==> config.mk <==
export PLATFORM = sky130hd
export DESIGN_NAME = mac_pipe
export DESIGN_NICKNAME = d
export VERILOG_FILES = /design/src/rtl/mac_pkg.sv /design/src/rtl/mac_sat.sv /design/src/rtl/mac_pipe.sv
export SDC_FILE = /design/constraint.sdc
export NUM_CORES = 1
export LEC_CHECK = 0
export CAP_MARGIN = 10
export CORE_ASPECT_RATIO = 0.5
export CORE_UTILIZATION = 51
export CTS_CLUSTER_SIZE = 40
export DETAILED_ROUTE_END_ITERATION = 8
export PLACE_DENSITY = 0.76
export REMOVE_ABC_BUFFERS = 1
export SYNTH_ARGS = -nofsm -noshare
export SYNTH_HDL_FRONTEND = slang
export SYNTH_SLANG_ARGS = --single-unit
==> constraint.sdc <==
create_clock -name clk -period 10.46 [get_ports clk]
set_input_delay 1.046 -clock clk [delete_from_list [all_inputs] [get_ports clk]]
set_output_delay 1.046 -clock clk [all_outputs]
set_load 0.1 [all_outputs]
==> src/rtl/mac_pkg.sv <==
// Shared encodings for the pipelined multiply-accumulate unit.
package mac_pkg;

    typedef enum logic [1:0] {
        MODE_MUL_ADD = 2'd0,
        MODE_ACC     = 2'd1,
        MODE_MUL     = 2'd2,
        MODE_ADD     = 2'd3
    } mode_e;

    typedef enum logic {
        ST_IDLE  = 1'b0,
        ST_ACCUM = 1'b1
    } state_e;

endpackage

==> src/rtl/mac_sat.sv <==
// Combinational signed saturator: clamps a wide two's-complement value into OUT_W bits.
module mac_sat #(
    parameter int IN_W  = 20,
    parameter int OUT_W = 16
) (
    input  logic signed [IN_W-1:0]  i_val,
    output logic signed [OUT_W-1:0] o_sat,
    output logic                    o_ovf
);

    logic [IN_W-OUT_W:0] w_top;

    assign w_top = i_val[IN_W-1:OUT_W-1];

    // In range only when every bit above the output sign bit copies it.
    always_comb begin
        o_ovf = !((&w_top) || !(|w_top));
        o_sat = i_val[OUT_W-1:0];
        if (o_ovf) begin
            o_sat = i_val[IN_W-1] ? {1'b1, {(OUT_W-1){1'b0}}} : {1'b0, {(OUT_W-1){1'b1}}};
        end
    end

endmodule

==> src/rtl/mac_pipe.sv <==
// Two-stage pipelined multiply-accumulate with guard bits, saturation and sticky overflow.
module mac_pipe
    import mac_pkg::*;
#(
    parameter int LEN   = 8,
    parameter int GUARD = 4
) (
    input  logic                    clk,
    input  logic                    reset,
    input  logic                    en,
    input  logic                    in_valid,
    input  logic [1:0]              mode,
    input  logic                    in_last,
    input  logic signed [LEN-1:0]   in1,
    input  logic signed [LEN-1:0]   in2,
    input  logic signed [LEN-1:0]   preResult,
    output logic signed [2*LEN-1:0] out,
    output logic signed [2*LEN+GUARD-1:0] out_wide,
    output logic                    overflow,
    output logic                    out_valid,
    output logic                    done
);

    localparam int ACC_LEN = 2*LEN + GUARD;
    localparam int OUT_LEN = 2*LEN;

    logic signed [ACC_LEN-1:0] w_in1_x, w_in2_x, w_pre_x;
    logic signed [ACC_LEN-1:0] r_prod_p1, r_pre_p1;
    mode_e                     r_mode_p1;
    logic                      r_last_p1, r_vld_p1;

    state_e                    r_state, w_state_nxt;
    logic signed [ACC_LEN-1:0] r_acc, w_acc_nxt, w_sum, w_res;
    logic                      r_sticky, w_sticky_nxt;
    logic                      w_emit, w_ovf_emit;
    logic signed [OUT_LEN-1:0] w_sat;
    logic                      w_sat_ovf;

    assign w_in1_x = ACC_LEN'(in1);
    assign w_in2_x = ACC_LEN'(in2);
    assign w_pre_x = ACC_LEN'(preResult);

    // Stage 1: product (or in1 pass-through for ADD) and operand capture
    always_ff @(posedge clk) begin
        if (reset) begin
            r_vld_p1  <= 1'b0;
            r_last_p1 <= 1'b0;
            r_mode_p1 <= MODE_MUL_ADD;
        end else if (en) begin
            r_vld_p1  <= in_valid;
            r_last_p1 <= in_last;
            r_mode_p1 <= mode_e'(mode);
            r_pre_p1  <= w_pre_x;
            r_prod_p1 <= (mode_e'(mode) == MODE_ADD) ? w_in1_x : w_in1_x * w_in2_x;
        end
    end

    // Stage 2: result select; once in ACCUM every beat accumulates whatever its mode
    always_comb begin
        w_sum = r_acc + r_prod_p1;
        w_res = r_prod_p1;
        if (r_state == ST_ACCUM) begin
            w_res = w_sum;
        end else begin
            case (r_mode_p1)
                MODE_MUL_ADD, MODE_ADD: w_res = r_prod_p1 + r_pre_p1;
                default:                w_res = r_prod_p1;
            endcase
        end
    end

    mac_sat #(.IN_W(ACC_LEN), .OUT_W(OUT_LEN)) u_sat (
        .i_val (w_res),
        .o_sat (w_sat),
        .o_ovf (w_sat_ovf)
    );

    always_comb begin
        w_state_nxt  = r_state;
        w_acc_nxt    = r_acc;
        w_sticky_nxt = r_sticky;
        w_emit       = 1'b0;
        w_ovf_emit   = w_sat_ovf;
        if (r_vld_p1) begin
            case (r_state)
                ST_IDLE: begin
                    if (r_mode_p1 == MODE_ACC) begin
                        w_sticky_nxt = w_sat_ovf;
                        if (r_last_p1) begin
                            w_emit = 1'b1;
                        end else begin
                            w_acc_nxt   = w_res;
                            w_state_nxt = ST_ACCUM;
                        end
                    end else begin
                        w_emit = 1'b1;
                    end
                end
                ST_ACCUM: begin
                    w_sticky_nxt = r_sticky | w_sat_ovf;
                    w_ovf_emit   = w_sticky_nxt;
                    if (r_last_p1) begin
                        w_emit      = 1'b1;
                        w_state_nxt = ST_IDLE;
                    end else begin
                        w_acc_nxt = w_res;
                    end
                end
                default: ;
            endcase
        end
    end

    always_ff @(posedge clk) begin
        if (reset) begin
            r_state <= ST_IDLE;
        end else if (en) begin
            r_state <= w_state_nxt;
        end
    end

    always_ff @(posedge clk) begin
        if (reset) begin
            r_acc     <= '0;
            r_sticky  <= 1'b0;
            out       <= '0;
            out_wide  <= '0;
            overflow  <= 1'b0;
            out_valid <= 1'b0;
        end else if (en) begin
            r_acc     <= w_acc_nxt;
            r_sticky  <= w_sticky_nxt;
            out_valid <= w_emit;
            if (w_emit) begin
                out      <= w_sat;
                out_wide <= w_res;
                overflow <= w_ovf_emit;
            end
        end
    end

    assign done = out_valid;

endmodule

==> flow_metrics.py, run 1 <==
metrics = {
    "sta": {
        "final.setup_skew_ns": 0.00775,
        "drv_slew": 0,
        "fin_hold_ws_ns": 0.455,
        "layout_setup_ws_ns": 4.46,
        "fmax_ghz": 0.167,
        "hold_viol": 0,
        "fin_crit_ns": 6.00,
        "min_period_over_period": 0.574,
        "grt_setup_unrepaired": "false",
        "slew_headroom": 0.268,
        "worst_slew_pin_slew_ns": 1.09,
        "tns_ns": 0,
        "finalSetupViolations": 0,
    },
    "grt": {
        "overflow": 0,
        "grtUsageMet2": 0.365,
        "grt_max_degree": 54,
        "met3_usage": 0.0300,
        "grt_busiest_layer": "met2",
        "antenna_found_initial": 0,
        "use_met1": 0.344,
        "grt_pass1_wl_um": 29900,
        "grt_usage": 0.233,
        "grt_pass1_vias": 6171,
    },
    "setup_path": {
        "max_stage_delay_ns": 0.55,
        "cp_top_family": "adder cells",
        "arrival_ns": 6.08,
        "worstPathCellList": "clkdlybuf4s50_1, and2_1, fa_1, inv_1, fa_1, inv_1, fa_1, inv_1, fa_1, inv_1, ha_1, o21ai_0, a21boi_0, o21ai_0, a21oi_1, o21ai_0, a21boi_0, nor3_1, or3b_2",
        "timing.rr.start": "r_prod_p1[0]$_DFFE_PP_",
        "crit_buf_inv": 5,
        "startpoint_type": "primary input",
        "slowest_stage": "clkdlybuf4s50_1",
        "crit_path_end_kind": "flop",
        "ff2ff_setup_slack_ns": 6.55,
        "cp.required_ns": 10.54,
        "rr_worst_depth": 11,
        "r2r_end": "out[1]$_SDFFE_PP0P_",
        "cp_max_fo": 9,
        "criticalPathCategory": "primary input to flop",
    },
    "clock_tree": {
        "clk_latency_ns": 0.35,
        "cts_setup_buffers": 0,
        "cts_buffers": 9,
        "clkTransAtPathRegs_ns": 0.07,
        "cts_root_buf": "clkbuf_16",
        "htree_levels": 3,
        "clock_path_buffers": 2,
        "cts_hold_buf": 0,
        "cts_tree": "done",
        "ctsResizeCount": 0,
        "cts.sinks": 88,
    },
    "placed_design": {
        "post-place-cells": 1167,
        "dp_hpwl_um": 14200,
        "dp_slack_ns": 4.09,
        "portBuffers": 69,
        "place_congestion": 0.892,
        "dpl_cell_area_um2": 8740,
    },
    "route": {
        "ant_nets": 0,
        "drtIter0Drc": 394,
        "route.final.wire_length_um": 18200,
        "route.detailed.drc": 0,
        "via_count": 6602,
        "first_pass_iters": 5,
        "avgRoutedWirePerCell_um": 15.4,
        "avgViaCountPerCell": 5.58,
    },
    "finish": {
        "num-fill-cells": 1262,
        "fin_nets": 1133,
        "finalNonFillerCells": 1183,
        "drive_gt1_frac": 0.0416,
        "design_area_um2": 9050,
        "syn2layout_area_growth_pct": 14.4,
        "final_core_util": 0.612,
        "n_antenna_cell": 0,
    },
    "power": {
        "power.density_nw_per_um2": 207,
        "total_power_mw": 1.87,
        "leakage_nw": 3.91,
        "peakVddDrop_mv": 0.104,
    },
    "logic_synthesis": {
        "synth.avg_cell_area_um2": 8.51,
        "yosys_warnings": 0,
        "syn_area_um2": 7910,
        "ys_ff_latch": 88,
        "synthCells": 929,
        "yosysSeqAreaShare": 0.253,
        "async_flop_share": 0,
        "yosysUniqueCellTypes": 69,
        "ys.flop_type": "dfxtp_1",
        "synth_edf_count": 24,
    },
    "floorplan": {
        "core-area_um2": 14800,
        "die_x_um": 178,
        "rows": 31,
        "start_util": 0.535,
        "pin_count": 70,
        "die_y_um": 90.1,
        "die_area_um2": 16000,
    },
    "run_status": {
        "run_status": "complete, no violations",
    },
    "min_path": {
        "hp-start": "out_wide[0]$_SDFFE_PP0P_",
        "worstHoldEndpoint": "out_wide[0]$_SDFFE_PP0P_",
        "hold_class": "flop to flop",
        "hold_depth": 2,
    },
    "run": {
        "maxCapViolCount": 0,
    },
}
## worst max path at each step
stage | end | slack [ns] | cells after the start | start
floorplan | r_prod_p1[14]$_DFFE_PP_ | 5.05 | 18 | in1[3]
global placement | r_prod_p1[14]$_DFFE_PP_ | 4.23 | 18 | in2[7]
detailed placement | r_prod_p1[14]$_DFFE_PP_ | 4.09 | 18 | in2[7]
CTS | r_prod_p1[14]$_DFFE_PP_ | 4.45 | 18 | in2[7]
global route | r_prod_p1[14]$_DFFE_PP_ | 4.24 | 18 | in2[7]
finish | r_prod_p1[14]$_DFFE_PP_ | 4.46 | 19 | in1[3]
## tightest hold or removal path: cells and delay by family, from the launching register on
| family | cells | cell delay, ns |
|---|---|---|
| compound gates | 1 | 0.05 |
| flops | 1 | 0.31 |
| simple gates | 1 | 0.05 |
## kinds of logic (layout without fill, tap and decap cells)
| family | Yosys count | after routing | share of synthesized area |
|---|---|---|---|
| AND/OR/NAND/NOR | 314 | 314 | 0.198 |
| AO/OA/AOI/OAI | 219 | 219 | 0.183 |
| buffers and inverters | 143 | 199 | 0.0693 |
| adder cells (fa/ha/maj) | 122 | 122 | 0.247 |
| flip-flops | 88 | 88 | 0.253 |
| XOR/XNOR | 30 | 30 | 0.0332 |
| multiplexers | 13 | 13 | 0.0168 |
## layout by cell type (no fill, tap or decap), types with 5 or more instances in the layout
cell / n
nand2b_1: 6
xor2_1: 8
clkbuf_16: 9
nor2_1: 69
dfxtp_1: 64
a21boi_0: 5
edfxtp_1: 24
or3_1: 7
nor3_1: 13
and2_1: 52
a211oi_1: 18
nand3_1: 23
clkdlybuf4s50_1: 68
o211ai_1: 6
fa_1: 57
o21ai_0: 34
xnor2_1: 22
mux2i_1: 11
nand2_1: 94
nand4_1: 5
a21o_1: 17
nor2b_1: 8
o21a_1: 7
a21oi_1: 79
and3_1: 12
inv_1: 109
a221o_1: 11
ha_1: 65
## cell type report
class	count	area, µm²	share of cell area
clock buffer	10	239	0.0264
clock inverter	6	72.6	0.00802
timing repair buffer	73	716	0.0791
multi-input combinational	698	5360	0.592
sequential	88	2000	0.221
tap	198	248	0.0274
inverter	110	413	0.0456
## power by group
group | switching (mW) | internal, mW
Combinational | 0.653 | 0.431
Sequential | 0.0400 | 0.410
Clock | 0.141 | 0.195
Total | 0.835 | 1.04
## registers in the layout, indices dropped and copies added (netlist names)
name / cells
r_vld_p1: 1
r_pre_p1: 8
done: 1
overflow: 1
r_prod_p1: 16
r_last_p1: 1
r_state: 1
out: 16
r_sticky: 1
r_acc: 20
r_mode_p1: 2
out_wide: 20
## synth_stat cells, types with 3 or more instances
| library cell | instances | area (µm²) |
|---|---|---|
| a21oi_1 | 79 | 395 |
| nand3_1 | 23 | 115 |
| o21bai_1 | 4 | 30.0 |
| and2_1 | 52 | 325 |
| inv_1 | 109 | 409 |
| nor2b_1 | 9 | 56.3 |
| a22oi_1 | 4 | 30.0 |
| buf_1 | 3 | 11.3 |
| a211oi_1 | 18 | 135 |
| xor2_1 | 8 | 70.1 |
| or4_1 | 4 | 30.0 |
| xnor2_1 | 22 | 193 |
| o31ai_1 | 4 | 30.0 |
| nand4b_1 | 3 | 26.3 |
| o211ai_1 | 6 | 45.0 |
| nor3b_1 | 3 | 22.5 |
| mux2i_1 | 11 | 110 |
| fa_1 | 57 | 1140 |
| nand2_1 | 94 | 353 |
| nand4_1 | 5 | 31.3 |
| o2111ai_1 | 3 | 26.3 |
| dfxtp_1 | 64 | 1280 |
| o21ai_0 | 34 | 170 |
| nor3_1 | 13 | 65.1 |
| or2_2 | 4 | 25.0 |
| ha_1 | 65 | 813 |
| o21a_1 | 7 | 52.6 |
| a221o_1 | 11 | 110 |
| nor2_1 | 69 | 259 |
| a221o_2 | 3 | 33.8 |
| clkbuf_1 | 28 | 105 |
| edfxtp_1 | 24 | 721 |
| a21o_1 | 17 | 128 |
| a21boi_0 | 5 | 37.5 |
| and3_1 | 12 | 75.1 |
| or3_1 | 7 | 43.8 |
| nand2b_1 | 6 | 37.5 |
| a311o_1 | 3 | 30.0 |
## routing by layer
layer | vias to the layer above | share of wire
met3 | 12 | 0.047
li1 | 3303 | -
met4 | 0 | 0.0075
met5 | - | 0
met2 | 164 | 0.44
met1 | 3123 | 0.51
(Power assumes the default switching activity.)
==> run 2: changes to the inputs <==
- PLACE_DENSITY: 0.76 -> 0.79
- clock period: 10.46 -> 4.9 ns (I/O delays scaled with it)
==> run 2 against run 1 <==
Non-clock buffer count rose by 53; die area did not move; count of clock-buffer cells in the layout did not move; sequential share of layout area fell by 1.2 points; utilization rose by 3.7 points; largest power group unchanged.
==> flow_metrics.py, run 2 (same netlist as run 1, synthesis figures left out) <==
metrics = {
    "finish": {
        "drive_gt1_frac": 0.115,
        "final_core_util": 0.649,
        "finalNonFillerCells": 1236,
        "final_cell_mix": "108 x inv_1, 93 x nand2_1, 76 x a21oi_1, 69 x nor2_1, 64 x dfxtp_1",
        "largestRegisters": "out_wide: 20 flops, r_acc: 20 flops",
        "num-fill-cells": 1263,
        "n_antenna_cell": 0,
        "fin_nets": 1186,
        "design_area_um2": 9590,
        "final_common_cell": "inv_1",
        "syn2layout_area_growth_pct": 21.3,
    },
    "floorplan": {
        "die_y_um": 90.1,
        "start_util": 0.535,
        "die_x_um": 178,
        "pin_count": 70,
        "core-area_um2": 14800,
        "die_area_um2": 16000,
        "rows": 31,
    },
    "placed_design": {
        "dp_slack_ns": -0.721,
        "dpl_cell_area_um2": 9080,
        "dp_hpwl_um": 14800,
        "post-place-cells": 1213,
        "portBuffers": 69,
        "place_congestion": 0.944,
    },
    "route": {
        "wl_met1_um": 9390,
        "avgViaCountPerCell": 5.61,
        "dr_wl_met2_um": 8780,
        "route.detailed.drc": 0,
        "first_pass_iters": 5,
        "route.final.wire_length_um": 19500,
        "drtIter0Drc": 439,
        "met3WireLength_um": 1050,
        "via_count": 6932,
        "avgRoutedWirePerCell_um": 15.7,
        "ant_nets": 0,
        "routed.top_layer": "met4",
    },
    "clock_tree": {
        "clock_path_buffers": 2,
        "cts_root_buf": "clkbuf_16",
        "cts_buffers": 9,
        "htree_levels": 3,
        "cts.sinks": 88,
        "clkTransAtPathRegs_ns": 0.07,
        "clk_latency_ns": 0.35,
        "cts_tree": "done",
    },
    "sta": {
        "finalSetupViolations": 0,
        "slew_headroom": 0.260,
        "tns_ns": 0,
        "fin_crit_ns": 4.72,
        "final.setup_skew_ns": 0.0120,
        "min_period_over_period": 0.963,
        "worst_slew_pin_slew_ns": 1.11,
        "fin_hold_ws_ns": 0.452,
        "hold_viol": 0,
        "fmax_ghz": 0.212,
        "drv_slew": 0,
        "layout_setup_ws_ns": 0.182,
        "grt_setup_unrepaired": "false",
    },
    "grt": {
        "antenna_found_initial": 0,
        "grt_usage": 0.244,
        "grt_pass1_vias": 6693,
        "overflow": 0,
        "grt_max_degree": 44,
        "grt_pass1_wl_um": 31700,
    },
    "run": {
        "maxCapViolCount": 0,
    },
    "setup_path": {
        "startpoint_type": "primary input",
        "cp.required_ns": 4.99,
        "crit_path_end_kind": "flop",
        "arrival_ns": 4.81,
        "worstPathCellList": "dlygate4sd2_1, buf_6, buf_4, and2_1, ha_1, fa_1, ha_1, inv_1, fa_1, inv_1, ha_2, inv_1, fa_2, nor2b_1, o21ai_2, a21boi_2, o21ai_2, a21oi_2, o21ai_2, a21boi_2, nor3_1, or3b_4",
        "cp_max_fo": 5,
        "max_stage_delay_ns": 0.48,
        "criticalPathCategory": "primary input to flop",
        "slowest_stage": "fa_1",
    },
    "power": {
        "total_power_mw": 4.47,
        "peakVddDrop_mv": 0.231,
        "leakage_nw": 4.27,
        "power.density_nw_per_um2": 466,
    },
    "run_status": {
        "run_status": "complete, no violations",
    },
    "min_path": {
        "hold_class": "flop to flop",
    },
}
## run 2: cell count changes in the layout (fill, tap and decap cells not counted), moves of 5 or more
cell | before | now
buf_4 | 4 | 51
clkdlybuf4s50_1 | 68 | 52
dlygate4sd2_1 | 0 | 9
dlymetal6s2s_1 | 0 | 7
buf_6 | 0 | 6
and2_1 | 52 | 47
and2_4 | 0 | 5
o21ai_0 | 34 | 29
o21ai_2 | 0 | 5
## run 2: area by class of cell
cell class,instances,area (µm²),share of cell area
Clock inverter,6,82.6,0.00861
Timing Repair Buffer,126,1140,0.119
Clock buffer,10,250,0.0261
Tap cell,198,248,0.0258
Sequential cell,88,2000,0.209
Multi-Input combinational cell,698,5450,0.569
Inverter,110,413,0.0430
## run 2: power breakdown
part	leakage [nW]	switching (mW)	internal, mW
Clock	0.160	0.323	0.438
Combinational	3.37	1.56	1.19
Sequential	0.742	0.0855	0.874
## run 2: repair_timing
item	in CTS	in global routing
gates cloned	0	0
endpoints found under the setup margin	4	4
pin swaps	7	12
setup buffers	4	3
hold buffers	0	0
gates resized for setup	22	33
## run 2: critical path: cells and delay by family
kind                     cells  cell delay (ns)
buffers and inverters        6             0.68
adder cells (fa/ha/maj)      6             2.05
AO/OA/AOI/OAI                6             0.82
AND/OR/NAND/NOR              4             0.75
## run 2: path summary, 6_finish.rpt
kind	start	end	slack, ns	cells past startpoint
setup / recovery	in1[4]	r_prod_p1[14]$_DFFE_PP_	0.18	22
hold / removal	out_wide[13]$_SDFFE_PP0P_	out_wide[13]$_SDFFE_PP0P_	0.45	2
setup reg to reg	r_prod_p1[0]$_DFFE_PP_	out[0]$_SDFFE_PP0P_	0.98	11
hold reg to reg	out_wide[13]$_SDFFE_PP0P_	out_wide[13]$_SDFFE_PP0P_	0.45	2
## run 2: per-layer routing
metal	track usage	up-vias
li1	-	3402
met3	0.0313	20
met2	0.395	189
met1	0.344	3321
met5	0	-
met4	0.0584	0
